File: config.mk
export PLATFORM = sky130hd
export DESIGN_NAME = nmos_piso_shr_flat
export DESIGN_NICKNAME = d
export VERILOG_FILES = /design/src/rtl/nmos_piso_shr_if.sv /design/src/rtl/nmos_piso_shr.sv /design/src/flat_wrapper.sv
export SDC_FILE = /design/constraint.sdc
export NUM_CORES = 1
export LEC_CHECK = 0
export CORE_ASPECT_RATIO = 1.4
export CORE_UTILIZATION = 40
export CTS_CLUSTER_SIZE = 20
export DETAILED_ROUTE_END_ITERATION = 16
export GPL_ROUTABILITY_DRIVEN = 0
export PLACE_DENSITY = 0.72
export SYNTH_ARGS = -nofsm -noshare
export SYNTH_HDL_FRONTEND = slang
export SYNTH_SLANG_ARGS = --single-unit
File: constraint.sdc
create_clock -name main_clk -period 3.4 [get_ports main_clk]
set_clock_uncertainty 0.15 [all_clocks]
set_input_delay 0.34 -clock main_clk [delete_from_list [all_inputs] [get_ports main_clk]]
set_output_delay 0.34 -clock main_clk [all_outputs]
set_load 0.03 [all_outputs]
File: src/rtl/nmos_piso_shr_if.sv
// Bus bundle for the nmos_piso_shr two-phase PISO shift register.
// The master modport drives phase enables, load controls and data; the slave
// modport is the register side.
interface nmos_piso_shr_if #(
  parameter int unsigned WIDTH = 8
);
  localparam int unsigned CntW = $clog2(WIDTH + 1);

  logic             C1;
  logic             C2;
  logic             LD;
  logic [WIDTH-1:0] D;
  logic             SI;
  logic             SO;
  logic [WIDTH-1:0] Q;
  logic             BUSY;
  logic [CntW-1:0]  CNT;
  logic             ERR;

  modport master (
    output C1, C2, LD, D, SI,
    input  SO, Q, BUSY, CNT, ERR
  );

  modport slave (
    input  C1, C2, LD, D, SI,
    output SO, Q, BUSY, CNT, ERR
  );
endinterface

File: src/rtl/nmos_piso_shr.sv
// Two-phase dynamic parallel-in / serial-out shift register (NMOS sim library).
// A word is loaded into the master stage on a C2 pulse with LD, copied to the
// slave stage on C1, and then shifted toward SO one bit per C2/C1 pair.
// Optional macro NMOS_DYN_DECAY_EN: the slave stage decays to all ones after
// DECAY_CYC main_clk cycles without a C1 pulse.
module nmos_piso_shr #(
  parameter int unsigned WIDTH     = 8,
  parameter bit          MSB_FIRST = 1'b1,
  parameter int unsigned DECAY_CYC = 64
) (
  input logic            main_clk,
  input logic            main_rst,
  nmos_piso_shr_if.slave bus
);
  localparam int unsigned CntW = $clog2(WIDTH + 1);

  // StLoaded: fresh word in master; StShifted: master shifted, not yet
  // delivered; StHeld: last shift delivered, waiting for the next C2.
  localparam logic [1:0] StIdle    = 2'd0;
  localparam logic [1:0] StLoaded  = 2'd1;
  localparam logic [1:0] StShifted = 2'd2;
  localparam logic [1:0] StHeld    = 2'd3;

  if (WIDTH < 2 || DECAY_CYC < 1) begin : g_param_check
    $error("nmos_piso_shr: WIDTH must be >= 2 and DECAY_CYC >= 1");
  end

  logic [WIDTH-1:0] master_q, master_d;
  logic [WIDTH-1:0] slave_q, slave_d;
  logic [WIDTH-1:0] slave_eff;
  logic [WIDTH-1:0] shifted;
  logic [1:0]       state_q, state_d;
  logic [CntW-1:0]  cnt_q, cnt_d;
  logic             err_q, err_d;
  logic             c1_only;
  logic             c2_only;
  logic             overlap;

  assign c1_only = bus.C1 & ~bus.C2;
  assign c2_only = bus.C2 & ~bus.C1;
  assign overlap = bus.C1 & bus.C2;

`ifdef NMOS_DYN_DECAY_EN
  localparam int unsigned DcW = $clog2(DECAY_CYC + 1);

  logic [DcW-1:0] dcnt_q;
  logic           decayed;

  // Cycles since the last legal C1, saturating at DECAY_CYC.
  always_ff @(posedge main_clk) begin
    if (main_rst) begin
      dcnt_q <= '0;
    end else if (c1_only) begin
      dcnt_q <= '0;
    end else if (dcnt_q != DcW'(DECAY_CYC)) begin
      dcnt_q <= dcnt_q + DcW'(1);
    end
  end

  assign decayed   = (dcnt_q == DcW'(DECAY_CYC));
  assign slave_eff = decayed ? '1 : slave_q;
`else
  assign slave_eff = slave_q;
`endif

  // Slave contents moved one place toward SO with SI filling the vacated end.
  always_comb begin
    shifted = '0;
    if (MSB_FIRST) begin
      shifted = {slave_eff[WIDTH-2:0], bus.SI};
    end else begin
      shifted = {bus.SI, slave_eff[WIDTH-1:1]};
    end
  end

  // Phase-driven next state: C2 loads or shifts master, C1 copies to slave.
  always_comb begin
    master_d = master_q;
    slave_d  = slave_q;
    state_d  = state_q;
    cnt_d    = cnt_q;
    err_d    = err_q;
    if (overlap) begin
      err_d = 1'b1;
    end else if (c2_only) begin
      if (bus.LD) begin
        master_d = bus.D;
        cnt_d    = '0;
        state_d  = StLoaded;
      end else if (state_q != StIdle) begin
        master_d = shifted;
        state_d  = StShifted;
      end
    end else if (c1_only) begin
      slave_d = master_q;
      if (state_q == StShifted) begin
        if (cnt_q != CntW'(WIDTH)) begin
          cnt_d = cnt_q + CntW'(1);
        end
        state_d = (cnt_q == CntW'(WIDTH - 1)) ? StIdle : StHeld;
      end
    end
  end

  // State registers with synchronous reset.
  always_ff @(posedge main_clk) begin
    if (main_rst) begin
      master_q <= '0;
      slave_q  <= '0;
      state_q  <= StIdle;
      cnt_q    <= '0;
      err_q    <= 1'b0;
    end else begin
      master_q <= master_d;
      slave_q  <= slave_d;
      state_q  <= state_d;
      cnt_q    <= cnt_d;
      err_q    <= err_d;
    end
  end

  assign bus.Q    = slave_eff;
  assign bus.SO   = MSB_FIRST ? slave_eff[WIDTH-1] : slave_eff[0];
  assign bus.BUSY = (state_q != StIdle);
  assign bus.CNT  = cnt_q;
  assign bus.ERR  = err_q;
endmodule

File: src/flat_wrapper.sv
// flat-port wrapper written by rule: the top's interface ports become plain ports
module nmos_piso_shr_flat 
#(
  parameter int unsigned WIDTH     = 8,
  parameter bit          MSB_FIRST = 1'b1,
  parameter int unsigned DECAY_CYC = 64
)
  (main_clk, main_rst, bus_C1, bus_C2, bus_LD, bus_D, bus_SI, bus_SO, bus_Q, bus_BUSY, bus_CNT, bus_ERR);
  nmos_piso_shr_if #(.WIDTH(WIDTH)) bus_i ();
  input logic main_clk;
  input logic main_rst;
  input wire logic [$bits(bus_i.C1)-1:0] bus_C1;
  input wire logic [$bits(bus_i.C2)-1:0] bus_C2;
  input wire logic [$bits(bus_i.LD)-1:0] bus_LD;
  input wire logic [$bits(bus_i.D)-1:0] bus_D;
  input wire logic [$bits(bus_i.SI)-1:0] bus_SI;
  output wire logic [$bits(bus_i.SO)-1:0] bus_SO;
  output wire logic [$bits(bus_i.Q)-1:0] bus_Q;
  output wire logic [$bits(bus_i.BUSY)-1:0] bus_BUSY;
  output wire logic [$bits(bus_i.CNT)-1:0] bus_CNT;
  output wire logic [$bits(bus_i.ERR)-1:0] bus_ERR;
  assign bus_i.C1 = bus_C1;
  assign bus_i.C2 = bus_C2;
  assign bus_i.LD = bus_LD;
  assign bus_i.D = bus_D;
  assign bus_i.SI = bus_SI;
  assign bus_SO = bus_i.SO;
  assign bus_Q = bus_i.Q;
  assign bus_BUSY = bus_i.BUSY;
  assign bus_CNT = bus_i.CNT;
  assign bus_ERR = bus_i.ERR;
  nmos_piso_shr #(.WIDTH(WIDTH), .MSB_FIRST(MSB_FIRST), .DECAY_CYC(DECAY_CYC)) u_core (.main_clk(main_clk), .main_rst(main_rst), .bus(bus_i));
endmodule
==> results of run 1 <==
-- kinds of logic after synthesis --
kind of cell,Yosys count,share of synthesized area [%]
DFF,23,40.93
buffers and inverters,12,6.006
muxes,16,14.24
and+or+nand+nor,42,21.25
adders and majority gates,5,5.562
AOI/OAI and AO/OA,19,12.01
-- per-stage QoR --
step | std cells | hold slack, ps | power (mW) | area (µm²) | worst slack (ps)
4_1_cts | 179 | 350.7 | 0.5086 | 1436 | 1134
2_1_floorplan | 117 | 262.8 | 0.3491 | 1125 | 1443
3_3_place_gp | 175 | 309.9 | 0.3801 | 1409 | 896.7
5_1_grt | 179 | 377.5 | 0.5282 | 1436 | 1029
3_5_place_dp | 175 | 316.3 | 0.3815 | 1409 | 801.7
6_report | 179 | 345.2 | 0.5036 | 1436 | 1133
-- cells in the mapped netlist (2+ instances only) --
library cell	n
sky130_fd_sc_hd__ha_1	5
sky130_fd_sc_hd__nor2_1	21
sky130_fd_sc_hd__o21ai_0	4
sky130_fd_sc_hd__dfxtp_1	23
sky130_fd_sc_hd__clkbuf_1	2
sky130_fd_sc_hd__a21oi_1	2
sky130_fd_sc_hd__nand2_1	4
sky130_fd_sc_hd__a211oi_1	9
sky130_fd_sc_hd__mux2i_1	16
sky130_fd_sc_hd__buf_4	3
sky130_fd_sc_hd__nand3_1	2
sky130_fd_sc_hd__inv_1	5
-- flip-flops by register name, indices dropped and copies added, names as in the netlist --
register,count
u_core.bus.ERR,1
u_core.state_q,2
u_core.bus.Q,8
u_core.bus.CNT,4
u_core.master_q,8
-- area by class of cell --
class / instances / area, µm²
Timing Repair Buffer: 29 / 287.8
Sequential cell: 23 / 460.4
Clock buffer: 3 / 22.52
Inverter: 5 / 18.77
Tap cell: 36 / 45.04
Clock inverter: 1 / 5.005
Multi-Input combinational cell: 82 / 596.8
Fill cell: 263 / 1206
-- per-layer routing --
layer | up-vias | part of all wire (%) | wire (µm) | GRT usage [%]
li1 | 466 | - | - | -
met1 | 409 | 46 | 975 | 17.94
met2 | 24 | 49 | 1047 | 26.91
met3 | 2 | 4.4 | 93 | 1.950
met4 | 0 | 0.80 | 17 | 7.143
met5 | - | 0 | 0 | 0
-- worst paths after layout --
check | startpoint | to | slack, ps | cells past startpoint
hold reg to reg | u_core.bus.ERR | u_core.bus.ERR | 350 | 2
hold / removal | u_core.bus.ERR | u_core.bus.ERR | 350 | 2
setup / recovery | bus_C2 | u_core.bus.CNT[2] | 1130 | 6
setup reg to reg | u_core.bus.CNT[0] | u_core.bus.CNT[2] | 1490 | 6
-- power by group through the flow --
stage	Clock (mW)	Sequential [mW]	Combinational [mW]
after CTS	0.133	0.287	0.0887
final	0.129	0.287	0.0877
after global routing	0.144	0.289	0.0954
after floorplan	0	0.298	0.0512
after global placement	0	0.293	0.0875
after detailed placement	0	0.293	0.0885
-- worst min-delay path, cell delays in order, from the launching register on --
cell	delay (ps)
sky130_fd_sc_hd__dfxtp_1	360
sky130_fd_sc_hd__nor2_1	50
sky130_fd_sc_hd__nor2_1	70
==> reports/results.txt, run 1 <==
The worst pin sits at a relative slew slack of 43.22%. Leaving out fill and tap cells, the most frequent cell in the layout is sky130_fd_sc_hd__clkdlybuf4s50_1. After floorplanning, the core was sized to cover 0.002643 mm². The run gives 0 as the total of endpoints with negative setup slack in the final report. The switching power share of the total was 26.94%; the total clock buffers created by CTS was 3. At the end of the flow the core is filled with cells to 54.36%. The kind of cell with the highest combined delay along the critical path is simple AND/OR/NAND/NOR gates.

In the synthesized netlist, the number of instances is 117. The maximum root-to-sink buffer count came out at 2. After clock tree synthesis, the clock-pin slew on the worst setup and hold paths is 130 ps.

For this run, design rule violations remaining after detail routing come to 0. CTS saw 23 sinks. The net switching component of the power is 135.7 µW, and the post-synthesis instance area is 0.001125 mm². After synthesis the netlist holds a flip-flop and latch count of 23. Main flop type after synthesis: sky130_fd_sc_hd__dfxtp_1.

On the worst path, the slowest cell contributes a delay of 530 ps. Based on the critical path, the design can be clocked at up to 441.0 MHz. The total number of H-tree levels is 1, and the via count is 901. Walking the worst path, the cells encountered are clkdlybuf4s50_1, ha_1, nand4bb_2, o2111ai_2, or4b_1, a21oi_1.

The fraction of post-synthesis cell area in the top cell type by area was 40.93%; the count of pins over their slew limit was 0. Dividing the detail-routed wire length by the instance count gives 11.91 µm. Row generation in the floorplan step produced 22 rows. The slew at the pin closest to its max-slew limit is 849.1 ps, and the total power per unit cell area is 350.6 mW/mm². The proportion of layout cells with a drive suffix above 1 is 8.392%. The first detailed-routing pass took 4 iterations. Fraction of power consumed by the clock network: 25.6%.

The tools report the maximum vdd ir drop as 0.0002583 V. For the initial antenna violation count, the log shows 0. The first global-routing pass estimated 3581 µm of wire. The number of hold violations in the final report was 0. The combinational power share is 17.4%, and the number of hold-repair buffers added at the cts stage is 0. In the routed layout, each cell is associated on average with a via count of 5.034.

The root buffer cell chosen for the clock tree is sky130_fd_sc_hd__clkbuf_4. Global routing used 15.54% of the available tracks. The tightest min-delay check is of the reg -> reg type. The die is 46.82 µm wide.

The logs give 136 for the net count of the mapped netlist and 40.93% for the sequential element share of the synthesized area. For the finished layout, the period the worst path requires is 2267 ps. The die covers 0.003031 mm². The leakage dissipation is 0.5291 nW. By area the synthesized netlist is led by sky130_fd_sc_hd__dfxtp_1 (41%), sky130_fd_sc_hd__mux2i_1 (14%), sky130_fd_sc_hd__nor2_1 (7.0%).

STA classifies the critical path endpoint as a flip-flop. The number of global-route vias before repair is 918. In the layout the commonest cells are sky130_fd_sc_hd__clkdlybuf4s50_1 (28), sky130_fd_sc_hd__dfxtp_1 (23), sky130_fd_sc_hd__nor2_1 (21).

The number of routed nets with antenna violations was 0. Worst-path cell with the longest stage delay: sky130_fd_sc_hd__or4b_1. Yosys mapped a number of flops with a built-in enable equal to 0. After routing, the total negative slack on setup checks comes to 0 ps. Data arrives at the worst endpoint at 2350 ps. The type of the worst setup path is in -> reg. TritonCTS built the clock tree. Compared with the post-synthesis result, the final layout area differs by 27.70%. Cell internal power was estimated by the tool at 367.9 µW. Max-cap violations in this run came to 0. The initial utilization of the core area, before any placement, comes to 42.57%.

The number of resized instances in the post-cts repair step is 0, and the post-CTS repair timing setup buffer count is 0. Of the available clock period, the critical path in the final layout requires 66.69%. The chip height is 64.75 µm.

The tools report the number of placed I/O pins as 29. The cell type contributing the most total cell area after synthesis is sky130_fd_sc_hd__dfxtp_1. A synthesized cell averages 9.614 µm². The tools report the final global-route overflow total as 0.

The flow ran to the end, and the final reports show no timing, DRC or antenna violations. The tools report the pin count of the biggest net entering global routing as 25. The count of synthesis-stage warnings from yosys was 0; the endpoint required time on the critical path was 3490 ps.

The count of port buffers added during placement came out at 28. The first routing iteration left 17 violations. Along the worst path, the maximum fanout reaches 13. Setup repair after global routing left no endpoint under its margin. The distinct cell type count of the synthesized netlist is 33, and the share of flip-flops with an asynchronous set or reset after synthesis is 0%. At the later pin of the worst-skew pair, clock insertion delay measures 310 ps. The final net count is 163, and the number of buffers and inverters on the critical path is 1. The number of inserted diodes came out at 0.

Sequential cells account for 57.0% of the total power. Wires add up to 2132 µm. The tools report the half-perimeter wire length after placement as 1530 µm.

STA classifies the critical path startpoint as an input pin.
No activity file was read; power rests on OpenSTA's default activity.
==> run 2, diff against run 1 <==
Settings changed: PLACE_DENSITY 0.72 to 0.74.
Clock period 3.4 ns to 2.07 ns, I/O delays scaled along.
==> reports/results.txt, run 2 (synthesis results as in run 1) <==
The run finished with clean final reports. Share of the core filled with cells in the final layout: 57.67% (+3.3 points). The number of max-cap violations is 0 (unchanged). The final global-route overflow total was 0 (unchanged). The detailed router used layers up to and including met4.

The routed length per instance was 11.94 µm (+0.22%); the initial antenna violation count was 0 (unchanged). The critical-path maximum fanout came out at 6 (-7). The logs give 2256 µm (+5.8%) for the final routed wirelength across all metal layers and 173 (+6.1%) for the final net count.

The startpoint identified for the worst register-to-register timing path is u_core.bus.CNT[0]. The DRC violation count after routing was 0 (unchanged); the clock latency on the worst-skew pair was 310 ps (about the same). The number of hold-repair buffers added at the cts stage is 0 (unchanged), and the area growth from synthesis to layout is 35.48%. Count of port buffers added during placement: 28 (unchanged). The most common cell after layout, fill and taps aside was sky130_fd_sc_hd__clkdlybuf4s50_1. The worst setup slack before clock tree synthesis was -97.93 ps (-899.7 ps). The multi-input logic area is 596.8 µm² (unchanged).

The worst hold path cell count was 2 (unchanged); the number of hold violations in the final report was 0 (unchanged). The total power per unit cell area is 549.9 mW/mm² (+57%). The logs give 524.6 MHz for the upper clock frequency limit and 69.90% (+27 points) for the worst max-slew margin expressed relative to the limit. The critical path launch point was u_core.state_q[0]. TritonCTS built the clock tree. The length of the first detailed-routing pass in iterations is 4 (unchanged), and the slack of the worst reg-to-reg path is 260 ps (-1230 ps). Number of fillers in the final layout: 244 (-7.2%). The path with the worst hold slack has its endpoint at u_core.bus.ERR. The final hold slack was 331.1 ps (-14.13 ps); the average vias per placed instance was 5.016 (-0.35%). The proportion of layout cells with a drive suffix above 1 was 14.38% (+6.0 points); the global routing usage summed across all routing layers was 17.60% (+2.1 points). The count of pins over their slew limit is 0 (unchanged), and the slew at the pin closest to its max-slew limit is 447.3 ps (-401.8 ps). The core area was 0.002643 mm² (unchanged). In this run the worst hold path is classified as reg -> reg.

The clock sink total was 23 (unchanged). The chip height is 64.75 µm (unchanged), and the clock transition at the registers of the reported paths is 120 ps (about the same). Detailed route wirelength on metal3: 80 µm (-14%). The detailed-route wire length on metal 1 came out at 983 µm (+0.82%).

The number of placed I/O pins is 29 (unchanged). Setup repair after global routing left no endpoint under its margin. The tools report the pin count of the biggest net entering global routing as 18 (-28%). The worst setup path is launched from a flip-flop. For the number of global-route vias before repair, the log shows 935 (+1.9%). For the via count, the log shows 948 (+5.2%).

The logs give 1550 ps (-800 ps) for the data arrival time of the critical path and 0 (unchanged) for the number of resized instances in the post-cts repair step. The number of routed nets with antenna violations was 0 (unchanged). The post-CTS repair timing setup buffer count is 0 (unchanged), and the global-route wire length before repair is 3857 µm (+7.7%). Depth of the worst register-to-register path: 6 (unchanged). In this run the most critical hold path is launched from u_core.bus.ERR.

The total number of H-tree levels was 1 (unchanged). The CTS root buffer was sky130_fd_sc_hd__clkbuf_4. The die extent in x works out to 46.82 µm (unchanged). For the leakage dissipation, the log shows 0.5818 nW (+10%). The die area came out at 0.003031 mm² (unchanged).

The final worst-path cycle share works out to 92.09%. For the effective utilization at floorplan, the log shows 42.57% (unchanged). Length of routed met2 wiring: 1134 µm (+8.3%).

The run gives 1710 ps (-1780 ps) as the endpoint required time on the critical path. Number of inserted diodes: 0 (unchanged). The critical path is of the reg -> out type. Subtracting the final worst setup slack from the clock period gives 1906 ps. The area occupied by registers is 460.4 µm² (unchanged), and the worst-case setup margin in the final layout is 163.8 ps (-968.7 ps). The logs give 1768 µm (+16%) for the half-perimeter wire length after placement and 23 (+6) for the DRC marker count from the first detailed-route iteration.

The worst register-to-register path ends at u_core.bus.CNT[2]. The maximum vdd ir drop was 0.0004148 V (+61%); the maximum root-to-sink buffer count was 2 (unchanged). STA classifies the critical path endpoint as a primary output.

The top cell types in the final layout, fill and taps aside, are sky130_fd_sc_hd__clkdlybuf4s50_1 (28), sky130_fd_sc_hd__dfxtp_1 (23), sky130_fd_sc_hd__nor2_1 (21). The total of endpoints with negative setup slack in the final report came out at 0 (unchanged). The logs give 3 (unchanged) for the total clock buffers created by CTS and 22 (unchanged) for the row count.
[run 2: worst max path at each step]
stage          cells after the start                 to
3_3_place_gp                       7  u_core.bus.CNT[2]
2_1_floorplan                      6  u_core.bus.CNT[2]
5_1_grt                            2           bus_BUSY
6_report                           2           bus_BUSY
3_5_place_dp                       7  u_core.bus.CNT[2]
4_1_cts                            2           bus_BUSY
[run 2: final cells by class]
cell class	instances	share of cell area (%)
multi-input cells	82	39.16
well taps	36	2.956
repair buffers	39	24.63
flip-flops and latches	23	30.21
clock inverters	1	0.3284
clock buffers	3	1.478
inverters	5	1.232
[run 2: routing by layer]
layer / up-vias / GRT usage, %
met5: - / 0
met4: 0 / 10.00
met3: 4 / 2.786
met2: 24 / 28.82
met1: 433 / 20.70
li1: 487 / -
[run 2: stage by stage]
step | total power, mW | setup TNS (ps) | instance area [µm²] | instances
2_1_floorplan | 0.5734 | 0 | 1125 | 117
3_3_place_gp | 0.6421 | -35.85 | 1496 | 185
3_5_place_dp | 0.6464 | -200.0 | 1496 | 185
4_1_cts | 0.8494 | 0 | 1524 | 189
5_1_grt | 0.8859 | 0 | 1524 | 189
6_report | 0.8380 | 0 | 1524 | 189
[run 2: power breakdown]
part	internal (mW)	switching (mW)	total [mW]
registers	0.460	0.0117	0.471
clock network	0.0721	0.130	0.202
logic	0.0871	0.0773	0.164
[run 2: worst max-delay path, cell delays in order (launching register included)]
cell and delay [ps]:
sky130_fd_sc_hd__dfxtp_1 370, sky130_fd_sc_hd__or2_2 280, sky130_fd_sc_hd__clkdlybuf4s50_1 590
==> run 3, diff against run 2 <==
Settings changed: ABC_CLOCK_PERIOD_IN_PS set to 2070, CTS_CLUSTER_SIZE 20 to unset.
==> results of run 3 <==
Same layout as run 2: the final DEF is identical, and so are final timing and power.
